### config.mk
export PLATFORM = sky130hd
export DESIGN_NAME = if_fetch_unit
export DESIGN_NICKNAME = d
export VERILOG_FILES = /design/src/rtl/if_fetch_unit.sv
export SDC_FILE = /design/constraint.sdc
export NUM_CORES = 1
export LEC_CHECK = 0
export ABC_AREA = 0
export BUFFER_PORTS_ARGS = -buffer_cell sky130_fd_sc_hd__buf_2
export CAP_MARGIN = 20
export CORE_ASPECT_RATIO = 1.1
export CORE_MARGIN = 2
export CORE_UTILIZATION = 39
export DETAILED_ROUTE_END_ITERATION = 6
export SYNTH_ARGS = -nofsm -noshare
export SYNTH_HDL_FRONTEND = slang
export SYNTH_SLANG_ARGS = --single-unit
### constraint.sdc
create_clock -name clk -period 4.7 [get_ports clk]
set_input_delay 0.235 -clock clk [delete_from_list [all_inputs] [get_ports clk]]
set_output_delay 0.235 -clock clk [all_outputs]
set_load 0.05 [all_outputs]
### src/rtl/if_fetch_unit.sv
// Instruction fetch unit: issues in-order SRAM reads, tracks in-flight responses,
// discards stale data after redirects and buffers fetched words for the ID stage.
module if_fetch_unit #(
  parameter logic [31:0] RESET_PC        = 32'h1C000000,
  parameter int          MAX_OUTSTANDING = 2,
  parameter int          IQ_DEPTH        = 4
) (
  input  logic        clk,
  input  logic        resetn,
  input  logic        ds_allowin,
  input  logic        fetch_stall,
  input  logic        redirect_valid,
  input  logic [31:0] redirect_pc,
  output logic        fs_to_ds_valid,
  output logic [64:0] fs_to_ds_bus,
  output logic        inst_sram_req,
  output logic        inst_sram_wr,
  output logic [1:0]  inst_sram_size,
  output logic [3:0]  inst_sram_wstrb,
  output logic [31:0] inst_sram_wdata,
  output logic [31:0] inst_sram_addr,
  input  logic [31:0] inst_sram_rdata,
  input  logic        inst_sram_addr_ok,
  input  logic        inst_sram_data_ok
);

  localparam int PW = (MAX_OUTSTANDING > 1) ? $clog2(MAX_OUTSTANDING) : 1;
  localparam int QW = (IQ_DEPTH > 1) ? $clog2(IQ_DEPTH) : 1;
  localparam int OW = $clog2(MAX_OUTSTANDING + 1);
  localparam int CW = $clog2(IQ_DEPTH + 1);

  function automatic logic [PW-1:0] pend_next(input logic [PW-1:0] p);
    if (p == PW'(MAX_OUTSTANDING - 1)) pend_next = '0;
    else pend_next = p + PW'(1);
  endfunction

  function automatic logic [QW-1:0] iq_next(input logic [QW-1:0] p);
    if (p == QW'(IQ_DEPTH - 1)) iq_next = '0;
    else iq_next = p + QW'(1);
  endfunction

  logic          run_r;
  logic [31:0]   req_pc_r;
  logic          adef_hold_r;
  logic [OW-1:0] out_cnt_r;
  logic [OW-1:0] discard_cnt_r;
  logic [31:0]   pend_pc_r [MAX_OUTSTANDING];
  logic [PW-1:0] pend_wr_r, pend_rd_r;
  logic [64:0]   iq_mem_r [IQ_DEPTH];
  logic [QW-1:0] iq_wr_r, iq_rd_r;
  logic [CW-1:0] iq_cnt_r;

  logic        data_ok_s, drop_s, resp_push_s, adef_push_s, iq_push_s, iq_pop_s;
  logic        aligned_s, room_s, req_s, hs_s;
  logic [31:0] live_s;
  logic [64:0] iq_entry_s;

  // Ignore data_ok with nothing in flight; live_s counts responses that will be kept.
  assign data_ok_s   = inst_sram_data_ok & (out_cnt_r != '0);
  assign live_s      = 32'(out_cnt_r) - 32'(discard_cnt_r);
  assign room_s      = (32'(iq_cnt_r) + live_s) < 32'(IQ_DEPTH);
  assign aligned_s   = (req_pc_r[1:0] == 2'b00);
  assign req_s       = run_r & ~redirect_valid & ~fetch_stall & ~adef_hold_r & aligned_s
                     & (32'(out_cnt_r) < 32'(MAX_OUTSTANDING)) & room_s;
  assign hs_s        = req_s & inst_sram_addr_ok;
  assign drop_s      = data_ok_s & (discard_cnt_r != '0);
  assign resp_push_s = data_ok_s & ~drop_s & ~redirect_valid;
  assign adef_push_s = run_r & ~redirect_valid & ~adef_hold_r & ~aligned_s
                     & (live_s == 32'd0) & room_s;
  assign iq_push_s   = resp_push_s | adef_push_s;
  assign iq_pop_s    = fs_to_ds_valid & ds_allowin;

  // Select the entry written into the instruction queue this cycle.
  always_comb begin
    iq_entry_s = 65'd0;
    if (adef_push_s) iq_entry_s = {1'b1, 32'h0000_0000, req_pc_r};
    else             iq_entry_s = {1'b0, inst_sram_rdata, pend_pc_r[pend_rd_r]};
  end

  // Fetch PC, in-flight counters and the address-error latch.
  always_ff @(posedge clk or negedge resetn) begin
    if (!resetn) begin
      run_r         <= 1'b0;
      req_pc_r      <= RESET_PC;
      adef_hold_r   <= 1'b0;
      out_cnt_r     <= '0;
      discard_cnt_r <= '0;
    end else begin
      run_r     <= 1'b1;
      out_cnt_r <= out_cnt_r + OW'(hs_s) - OW'(data_ok_s);
      if (redirect_valid) begin
        req_pc_r      <= redirect_pc;
        adef_hold_r   <= 1'b0;
        // Already-discarded responses are part of out_cnt, so every survivor is now stale.
        discard_cnt_r <= out_cnt_r - OW'(data_ok_s);
      end else begin
        if (hs_s)        req_pc_r      <= req_pc_r + 32'd4;
        if (adef_push_s) adef_hold_r   <= 1'b1;
        if (drop_s)      discard_cnt_r <= discard_cnt_r - OW'(1);
      end
    end
  end

  // PCs of accepted requests, consumed in order by data_ok.
  always_ff @(posedge clk or negedge resetn) begin
    if (!resetn) begin
      pend_wr_r <= '0;
      pend_rd_r <= '0;
      for (int i = 0; i < MAX_OUTSTANDING; i++) pend_pc_r[i] <= 32'd0;
    end else begin
      if (hs_s) begin
        pend_pc_r[pend_wr_r] <= req_pc_r;
        pend_wr_r            <= pend_next(pend_wr_r);
      end
      if (data_ok_s) pend_rd_r <= pend_next(pend_rd_r);
    end
  end

  // Instruction queue; a redirect flushes it in the same cycle.
  always_ff @(posedge clk or negedge resetn) begin
    if (!resetn) begin
      iq_wr_r  <= '0;
      iq_rd_r  <= '0;
      iq_cnt_r <= '0;
      for (int i = 0; i < IQ_DEPTH; i++) iq_mem_r[i] <= 65'd0;
    end else if (redirect_valid) begin
      iq_wr_r  <= '0;
      iq_rd_r  <= '0;
      iq_cnt_r <= '0;
    end else begin
      if (iq_push_s) begin
        iq_mem_r[iq_wr_r] <= iq_entry_s;
        iq_wr_r           <= iq_next(iq_wr_r);
      end
      if (iq_pop_s) iq_rd_r <= iq_next(iq_rd_r);
      iq_cnt_r <= iq_cnt_r + CW'(iq_push_s) - CW'(iq_pop_s);
    end
  end

  assign fs_to_ds_valid  = (iq_cnt_r != '0) & ~redirect_valid;
  assign fs_to_ds_bus    = (iq_cnt_r != '0) ? iq_mem_r[iq_rd_r] : 65'd0;
  assign inst_sram_req   = req_s;
  assign inst_sram_addr  = req_pc_r;
  assign inst_sram_wr    = 1'b0;
  assign inst_sram_size  = 2'b10;
  assign inst_sram_wstrb = 4'b0000;
  assign inst_sram_wdata = 32'h0000_0000;

endmodule

* Word-level counts from Yosys, hierarchy flattened
Cells that the tools add are included.
** Word-level totals
- Register bits :: 371
- Bits in latches :: 0
- Memory bits (writable) :: 0
- Memory bits (read-only) :: 0
- Bits of input ports :: 71
- Logic and storage cells :: 108
- Memories kept :: 0
** Cells by class
- Add/sub/neg operators :: 13
- Multipliers :: 0
- Div/mod/pow operators :: 0
- $lt $le $gt $ge :: 8
- Equality and inequality tests :: 2
- Shifts and indexed selects :: 0
- Muxes and demuxes :: 29
- Bitwise operators :: 27
- Reductions and logical operators :: 13
** Operators by type and width (count)
- 2-to-1 mux 65 bit :: 5
- bitwise mux 260 bit :: 1
- 2-to-1 mux 32 bit :: 6
- binary-select mux 65 bit (select 2 bit) :: 1
- demux 65 bit (select 2 bit) :: 1
- bitwise mux 64 bit :: 1
- adder 32 x 3 -> 32 bit (second input constant) :: 1
- demux 32 bit (select 1 bit) :: 1
- zero test 32 bit :: 1
- < comparator 32 x 3 -> 1 bit (second input constant) :: 1
- AND 1 bit :: 17
- 2-to-1 mux 2 bit :: 8
- nonzero test 2 bit :: 7
- >= comparator 3 bit (second input constant) :: 2
- inverter 2 -> 3 bit :: 2
- adder 4 x 3 -> 5 bit :: 1
- inverter 1 bit :: 5
- adder 2 x 1 -> 2 bit (second input constant) :: 2
- equality test 2 bit (second input constant) :: 2
- >= comparator 2 bit (second input constant) :: 2
- 2-to-1 mux 1 bit :: 4
- inverter 1 -> 2 bit :: 2
- subtractor 2 x 1 -> 2 bit :: 2
- adder 3 x 1 -> 3 bit :: 1
- other kinds (14) :: 16

* Logic depth before layout (Yosys ltp)
Gate-level depths: netlist of run 1.
- Depth in word-level cells :: 10
- Depth in mapped cells :: 18
- Gate-level depth less buffers :: 18

* Worst setup path after synthesis of run 1
OpenSTA, ideal clock, no wires.
- Path type :: reg-to-reg
- Start :: register out_cnt_r[0]
- End :: register iq_cnt_r[2]
- Library setup time :: 0.132 ns
- Arrival :: 3.617 ns
- Path slack :: 0.952 ns
- Stages on the path, launching flop included :: 19
- Cell sequence :: dfrtp_1 > inv_1 > ha_1 > inv_1 > fa_1 > ha_1 > and3b_1 > a211o_1 > a211oi_4 > a21o_1 > inv_1 > ha_1 > inv_1 > ha_1 > inv_1 > fa_1 > xor2_1 > xnor2_1 > nor2_1
** Between the ends
- Longest elaborated chain between the ends :: 10
- Elaborated cells on any way between the ends :: 16
- Classes of those cells :: add/sub (4); order compare (1); mux (1); bitwise (8); reduce/logical (2)
** Ends and longest elaborated chain
- start: declaration :: line 45 : logic [OW-1:0] out_cnt_r;
- start signal: assignment :: line 90 : out_cnt_r <= out_cnt_r + OW'(hs_s) - OW'(data_ok_s);
- parallel branches: the longest is 6 deep, another holds < comparator 32 x 3 -> 1 bit
- bitwise OR 1 bit * :: line 70 : assign iq_push_s = resp_push_s | adef_push_s;
- adder 3 x 1 -> 3 bit * :: line 136 : iq_cnt_r <= iq_cnt_r + CW'(iq_push_s) - CW'(iq_pop_s);
- subtractor 3 x 1 -> 3 bit * :: line 136
- 2-to-1 mux 3 bit * :: line 126 : end else if (redirect_valid) begin
- end signal: assignment :: line 136
- end: declaration :: line 51 : logic [CW-1:0] iq_cnt_r;
Mark *: on every way between the ends.
A chain may end at the register's enable or synchronous reset.

* Final worst setup path of run 1
- Start :: register out_cnt_r[0]
- End :: register pend_pc_r[60] (netlist name)
** Between the ends
- Longest elaborated chain between the ends :: 5
- Elaborated cells on any way between the ends :: 7
- Classes of those cells :: add/sub (2); order compare (2); bitwise (3)
** Ends and longest elaborated chain
- subtractor 2 x 2 -> 3 bit :: line 60 : assign live_s = 32'(out_cnt_r) - 32'(discard_cnt_r);
- adder 4 x 3 -> 5 bit :: line 61 : assign room_s = (32'(iq_cnt_r) + live_s) < 32'(IQ_DEPTH);
- < comparator 32 x 3 -> 1 bit :: line 61
- AND 1 bit * :: line 64 : & (32'(out_cnt_r) < 32'(MAX_OUTSTANDING)) & room_s;
- AND 1 bit * :: line 65 : assign hs_s = req_s & inst_sram_addr_ok;
- end signal: indexed assignment :: line 112 : pend_pc_r[pend_wr_r] <= req_pc_r;
- end: declaration :: line 47 : logic [31:0] pend_pc_r [MAX_OUTSTANDING];
Mark *: on every way between the ends. The rest lies on a longest branch, timed or not.

==> results.sh, run 1 <==
export IMPL_dpl_cell_area_mm2=0.0195
export IMPL_antenna_found_initial=3
export IMPL_hold_buffers=65
export IMPL_grt_max_degree=144
export IMPL_cts_buffers=41
export IMPL_cts_sinks=371
export IMPL_nets=1800
export IMPL_crit_required_ps=5130
export IMPL_area_delta_synth_final_pct=18.3
export IMPL_cap_viol_max_count=0
export IMPL_async_flop_share=1.00
export IMPL_r2r_end="pend_pc_r[60]"
export IMPL_first_pass_iters=7
export IMPL_io_pins=209
export IMPL_finalMaxSlewViolations=0
export IMPL_slowest_stage="nor2_2"
export IMPL_yosysSeqAreaShare=0.508
export IMPL_grt_remaining_overflow=0
export IMPL_cts_clk_slew_worst_paths_ps=60
export IMPL_syn_inst=1532
export IMPL_outcome="finished, violations left"
export IMPL_worstPathCellList="inv_1 -> ha_1 -> inv_1 -> fa_1 -> ha_1 -> and3b_1 -> a211o_1 -> a21o_1 -> nor2_2 -> buf_4 -> mux2_2"
export IMPL_grt_pass1_wl_mm=88.9
export IMPL_ys_ff_latch=371
export IMPL_finalWeightedCongestion=0.827
export IMPL_clockBufferDepth=3
export IMPL_grt_pass1_vias=14649
export IMPL_irDropWorstVdd_mv=0.356
export IMPL_htree_levels=2
export IMPL_reg2reg_from="out_cnt_r[0]"
export IMPL_cts_setup_buffers=0
export IMPL_drt_iter0_drc=1765
export IMPL_r2r_slack_ps=720
export IMPL_reg2reg_depth=11
export IMPL_slowest_delay_ps=610
export IMPL_whs_endpoint="iq_rd_r[0]"
export IMPL_seq_area_mm2=0.00929
export IMPL_synth_edf_count=0
export IMPL_final_area_mm2=0.0216
export IMPL_cts_resized=0
export IMPL_dieArea_mm2=0.0486
export IMPL_viasPerCell=6.09
export IMPL_period_share=0.847
export IMPL_multiInputGateArea_mm2=0.00768
export IMPL_hold_class="in2reg"
export IMPL_min_delay_start="ds_allowin"
export IMPL_worstMarginPinSlew_ps=1080
export IMPL_grt_usage=0.237
export IMPL_num_fill_cells=4279
export IMPL_p_per_area_mw_per_mm2=594
export IMPL_worst_ep_arrival_time_ps=4410
export IMPL_hold_depth=4
export IMPL_tns_ps=0
export IMPL_wl_per_cell_um=24.6
export IMPL_hpwlAfterDp_mm=34.2
export IMPL_clk_latency_ps=570
export IMPL_synthFlopType="dfrtp_1"
export IMPL_syn_area_per_cell_um2=11.9
export IMPL_coreArea_mm2=0.0465
export IMPL_ys_warnings_count=0
export IMPL_ant_nets=0
export IMPL_vias=14233
export IMPL_setup_worst_path_class="reg2reg"
export IMPL_drt_total_wl_mm=57.5
export IMPL_violations="DRC"
export IMPL_timing_max_slew_rel_slack=0.277
export IMPL_final_cell_mix="365 x dfrtp_1, 168 x buf_2, 146 x inv_1"
export IMPL_hold_viol_final=0
export IMPL_setup_viol=0
export IMPL_die_y_um=231
export IMPL_netlist_cell_type_count=60
export IMPL_cts_root_buf="clkbuf_16"
export IMPL_min_period_ps=3980
export IMPL_dieWidth_um=210
export IMPL_skew_ps=24.5
export IMPL_worstPathMaxFanout=22
export IMPL_rsz0062_at_grt="no"
export IMPL_row_count=83
export IMPL_power_total_mw=12.9
export IMPL_startpoint_type="flop"
export IMPL_cts_tree="done"
export IMPL_p_leak_nw=10.4
export IMPL_io_buffers=169
export IMPL_endpoint_kind="flop"
export IMPL_final_common_cell="dfrtp_1"
export IMPL_start_util=0.393
export IMPL_layout_drive_gt1_share=0.251
export IMPL_synthesis_area_mm2=0.0183
export IMPL_fmax_ghz=0.251
export IMPL_drc=83
sequential cells by signal, indices dropped and copies added (netlist names):
| name | flops |
|---|---|
| adef_hold_r | 1 |
| discard_cnt_r | 2 |
| inst_sram_addr | 32 |
| iq_cnt_r | 3 |
| iq_mem_r | 260 |
| iq_rd_r | 2 |
| iq_wr_r | 2 |
| out_cnt_r | 2 |
| pend_pc_r | 64 |
| pend_rd_r | 1 |
| pend_wr_r | 1 |
| run_r | 1 |
area by class of cell:
type	count	share of cell area
antenna	2	0.000231
clock buffer	57	0.0553
clock inverter	15	0.0122
inverter	147	0.0255
multi-input combinational	870	0.355
sequential	371	0.429
tap	595	0.0344
timing repair buffer	282	0.0880
cell families after synthesis:
group	share of synthesized area
xor+xnor	0.00383
flops	0.508
compound gates	0.165
buf+inv	0.0840
other cells	0.000411
mux	0.136
simple gates	0.0918
fa+ha+maj	0.0118
cells in the mapped netlist, drive strengths merged (3+ instances only):
cell type  number  area [um^2]
nor3           71          360
o31ai           5         37.5
a221oi         33          289
o31a            3         26.3
a211oi          3         40.0
and3           33          206
dfstp           3         78.8
mux2i          32          320
or4             8         60.1
nor2           23         86.3
o311ai         15          131
dfrtp         368         9210
nor4            6         43.8
nand4           8         50.1
nand2b          4         25.0
a21oi           9         52.6
mux4           65         1460
xnor2           7         61.3
a211o           8         70.1
inv           146          548
o21ai           9         45.0
a21o            4         30.0
nor2b          71          444
buf            85          616
o211ai         19          143
nand2          47          176
mux2           62          698
clkbuf         97          369
nand3          22          110
a222oi         96          961
a22o          129         1130
or3             5         31.3
ha             14          175
critical path: cells and delay by family, from the launching register on:
family	cells	cell delay [ps]
compound gates	2	750
fa+ha+maj	3	910
buf+inv	3	600
flops	1	400
mux	1	390
simple gates	2	800
routing by layer:
metal	global-route usage	share of wire	wire, um
met1	0.319	0.42	24000
met3	0.0419	0.078	4480
met5	0	0	0
met4	0.0755	0.025	1460
met2	0.391	0.48	27600
power breakdown:
part,internal [mW],switching (mW),leakage [nW]
Clock,2.16,1.33,0.719
Sequential,3.94,0.582,4.64
Combinational,1.76,3.07,5.02
Total,7.87,4.99,10.4
worst max path at each step:
stage                 startpoint       endpoint  slack (ps)  cells after the start
floorplan           out_cnt_r[0]    iq_cnt_r[2]         950                     18
global placement    out_cnt_r[0]  pend_pc_r[52]         860                     11
detailed placement  out_cnt_r[0]  pend_pc_r[60]         770                     11
CTS                 out_cnt_r[0]  pend_pc_r[60]         740                     11
global route        out_cnt_r[0]    iq_cnt_r[2]         530                     18
finish              out_cnt_r[0]  pend_pc_r[60]         720                     11
through the flow:
step / instances / worst slack [ps] / hold slack, ps / utilization
final: 2339 / 720 / 61.3 / 0.465
after global routing: 2338 / 529 / 54.2 / 0.465
after CTS: 2337 / 735 / 37.7 / 0.465
after detailed placement: 2200 / 766 / 308 / 0.420
after global placement: 2200 / 858 / 305 / 0.420
after floorplan: 1570 / 952 / -60.6 / -
Note: power is estimated with default switching activity, not from simulation.
==> inputs of run 2 (changes only) <==
clock period = 4.1 ns   (was 4.7 ns; I/O delays follow)
==> run 2 against run 1 <==
The flow still finishes with violations (DRC). Non-clock buffer count increased by 10. Final cell count increased by 0.43%. Via count increased by 0.94%. Global-route usage decreased by 0.15 points. Setup slack got worse by 460 ps. Total power increased by 12%. Highest routed layer is now met5. Clock skew about the same. Clock power increased by 4%.
==> results.sh, run 2 (synthesized netlist as in run 1, its figures left out) <==
export IMPL_outcome="finished, violations left"
export IMPL_violations="DRC"
export IMPL_crit_required_ps=4550
export IMPL_power_total_mw=14.5
export IMPL_io_pins=209
export IMPL_endpoint_kind="flop"
export IMPL_grt_met1_usage=0.312
export IMPL_skew_ps=24.7
export IMPL_grt_usage=0.235
export IMPL_ant_nets=0
export IMPL_seq_area_mm2=0.00929
export IMPL_rsz0062_at_grt="no"
export IMPL_drt_total_wl_mm=57.3
export IMPL_grt_remaining_overflow=0
export IMPL_cts_tree="done"
export IMPL_coreArea_mm2=0.0465
export IMPL_hpwlAfterDp_mm=34.3
export IMPL_final_cell_mix="365 x dfrtp_1, 168 x buf_2, 146 x inv_1"
export IMPL_top_register="iq_mem_r"
export IMPL_htree_levels=2
export IMPL_worstPathMaxFanout=6
export IMPL_grt_pass1_wl_mm=88.5
export IMPL_finalWeightedCongestion=0.810
export IMPL_cts_clk_slew_worst_paths_ps=60
export IMPL_io_buffers=169
export IMPL_worst_ep_arrival_time_ps=4290
export IMPL_wl_per_cell_um=24.4
export IMPL_multiInputGateArea_mm2=0.00767
export IMPL_irDropWorstVdd_mv=0.406
export IMPL_drt_iter0_drc=1923
export IMPL_period_share=0.937
export IMPL_worstMarginPinSlew_ps=1040
export IMPL_final_common_cell="dfrtp_1"
export IMPL_fmax_ghz=0.260
export IMPL_use_met3=0.0428
export IMPL_min_period_ps=3840
export IMPL_final_area_mm2=0.0216
export IMPL_layout_drive_gt1_share=0.251
export IMPL_dpl_cell_area_mm2=0.0196
export IMPL_r2r_slack_ps=260
export IMPL_viasPerCell=6.12
export IMPL_finalMaxSlewViolations=0
export IMPL_dieWidth_um=210
export IMPL_use_met2=0.379
export IMPL_largest_register_ffs=260
export IMPL_cts_root_buf="clkbuf_16"
export IMPL_num_fill_cells=4238
export IMPL_vias=14367
export IMPL_cts_sinks=371
export IMPL_setup_viol=0
export IMPL_fin_util=0.465
export IMPL_busiest_layer="met2"
export IMPL_start_util=0.393
export IMPL_first_pass_iters=7
export IMPL_p_per_area_mw_per_mm2=668
export IMPL_area_delta_synth_final_pct=18.3
export IMPL_timing_max_slew_rel_slack=0.308
export IMPL_die_y_um=231
export IMPL_cap_viol_max_count=0
export IMPL_cts_setup_buffers=0
export IMPL_grt_pass1_vias=14909
export IMPL_row_count=83
export IMPL_dieArea_mm2=0.0486
export IMPL_cts_buffers=41
export IMPL_drc=11
export IMPL_holdWs_ps=45.0
export IMPL_hold_viol_final=0
export IMPL_p_leak_nw=10.4
export IMPL_startpoint_type="flop"
export IMPL_clockBufferDepth=3
export IMPL_grt_max_degree=108
export IMPL_setup_worst_path_class="reg2reg"
export IMPL_clk_latency_ps=580
export IMPL_nets=1810
export IMPL_hold_class="in2reg"
export IMPL_tns_ps=0
export IMPL_antenna_found_initial=2
[run 2: cell count changes in the layout (fill, tap and decap cells not counted), sizes merged]
cell | previous run | this run
buf | 217 | 227
bufinv | 7 | 1
clkbuf | 57 | 64
clkinv | 8 | 5
clkinvlp | 1 | 2
inv | 146 | 147
[run 2: final cells by class]
type                            count  area share
Antenna cell                        2    0.000231
Clock buffer                       64      0.0560
Clock inverter                      8     0.00445
Inverter                          147      0.0255
Multi-Input combinational cell    870       0.355
Sequential cell                   371       0.430
Tap cell                          595      0.0344
Timing Repair Buffer              292      0.0953
[run 2: report_power, final]
group / total [mW] / internal, mW / switching (mW)
registers: 5.18 / 4.53 / 0.649
clock network: 3.63 / 2.10 / 1.53
logic: 5.65 / 2.10 / 3.55
total: 14.5 / 8.73 / 5.73
[run 2: routing by layer]
| layer | share of wire | vias to the layer above |
|---|---|---|
| li1 | - | 6092 |
| met1 | 0.41 | 7373 |
| met2 | 0.48 | 784 |
| met3 | 0.084 | 116 |
| met4 | 0.032 | 2 |
| met5 | 0.00017 | - |
[run 2: path summary, 6_finish.rpt]
path / from / end / depth (start not counted)
max: out_cnt_r[0] / iq_cnt_r[2] / 18
min: ds_allowin / iq_rd_r[0] / 4
max reg2reg: out_cnt_r[0] / iq_cnt_r[2] / 18
min reg2reg: iq_mem_r[194] / iq_mem_r[194] / 1
max in group asynchronous: resetn / pend_pc_r[60] / 3
min in group asynchronous: resetn / iq_mem_r[57] / 2
[run 2: repair_timing]
item,4_1_cts,5_1_grt
endpoints found under the hold margin,263,0
resized for setup,0,1
setup endpoints to repair,0,1
hold buffers,65,0
[run 2: worst max-delay path, stage by stage (launching register included)]
cell and delay (ps):
dfrtp_1 400, inv_1 100, ha_1 150, inv_1 50, fa_1 470, ha_1 290, and3b_1 180, a211o_2 350
a211oi_4 230, a21o_1 190, inv_1 50, ha_1 280, inv_1 60, ha_1 130, inv_1 50, fa_1 370
xor2_1 160, xnor2_1 150, nor2_1 50
[run 2: metrics by stage]
stage	cells	worst slack, ps
final	2349	257
after global routing	2348	15.4
after CTS	2346	241
after detailed placement	2209	243
after global placement	2209	299
after floorplan	1570	352
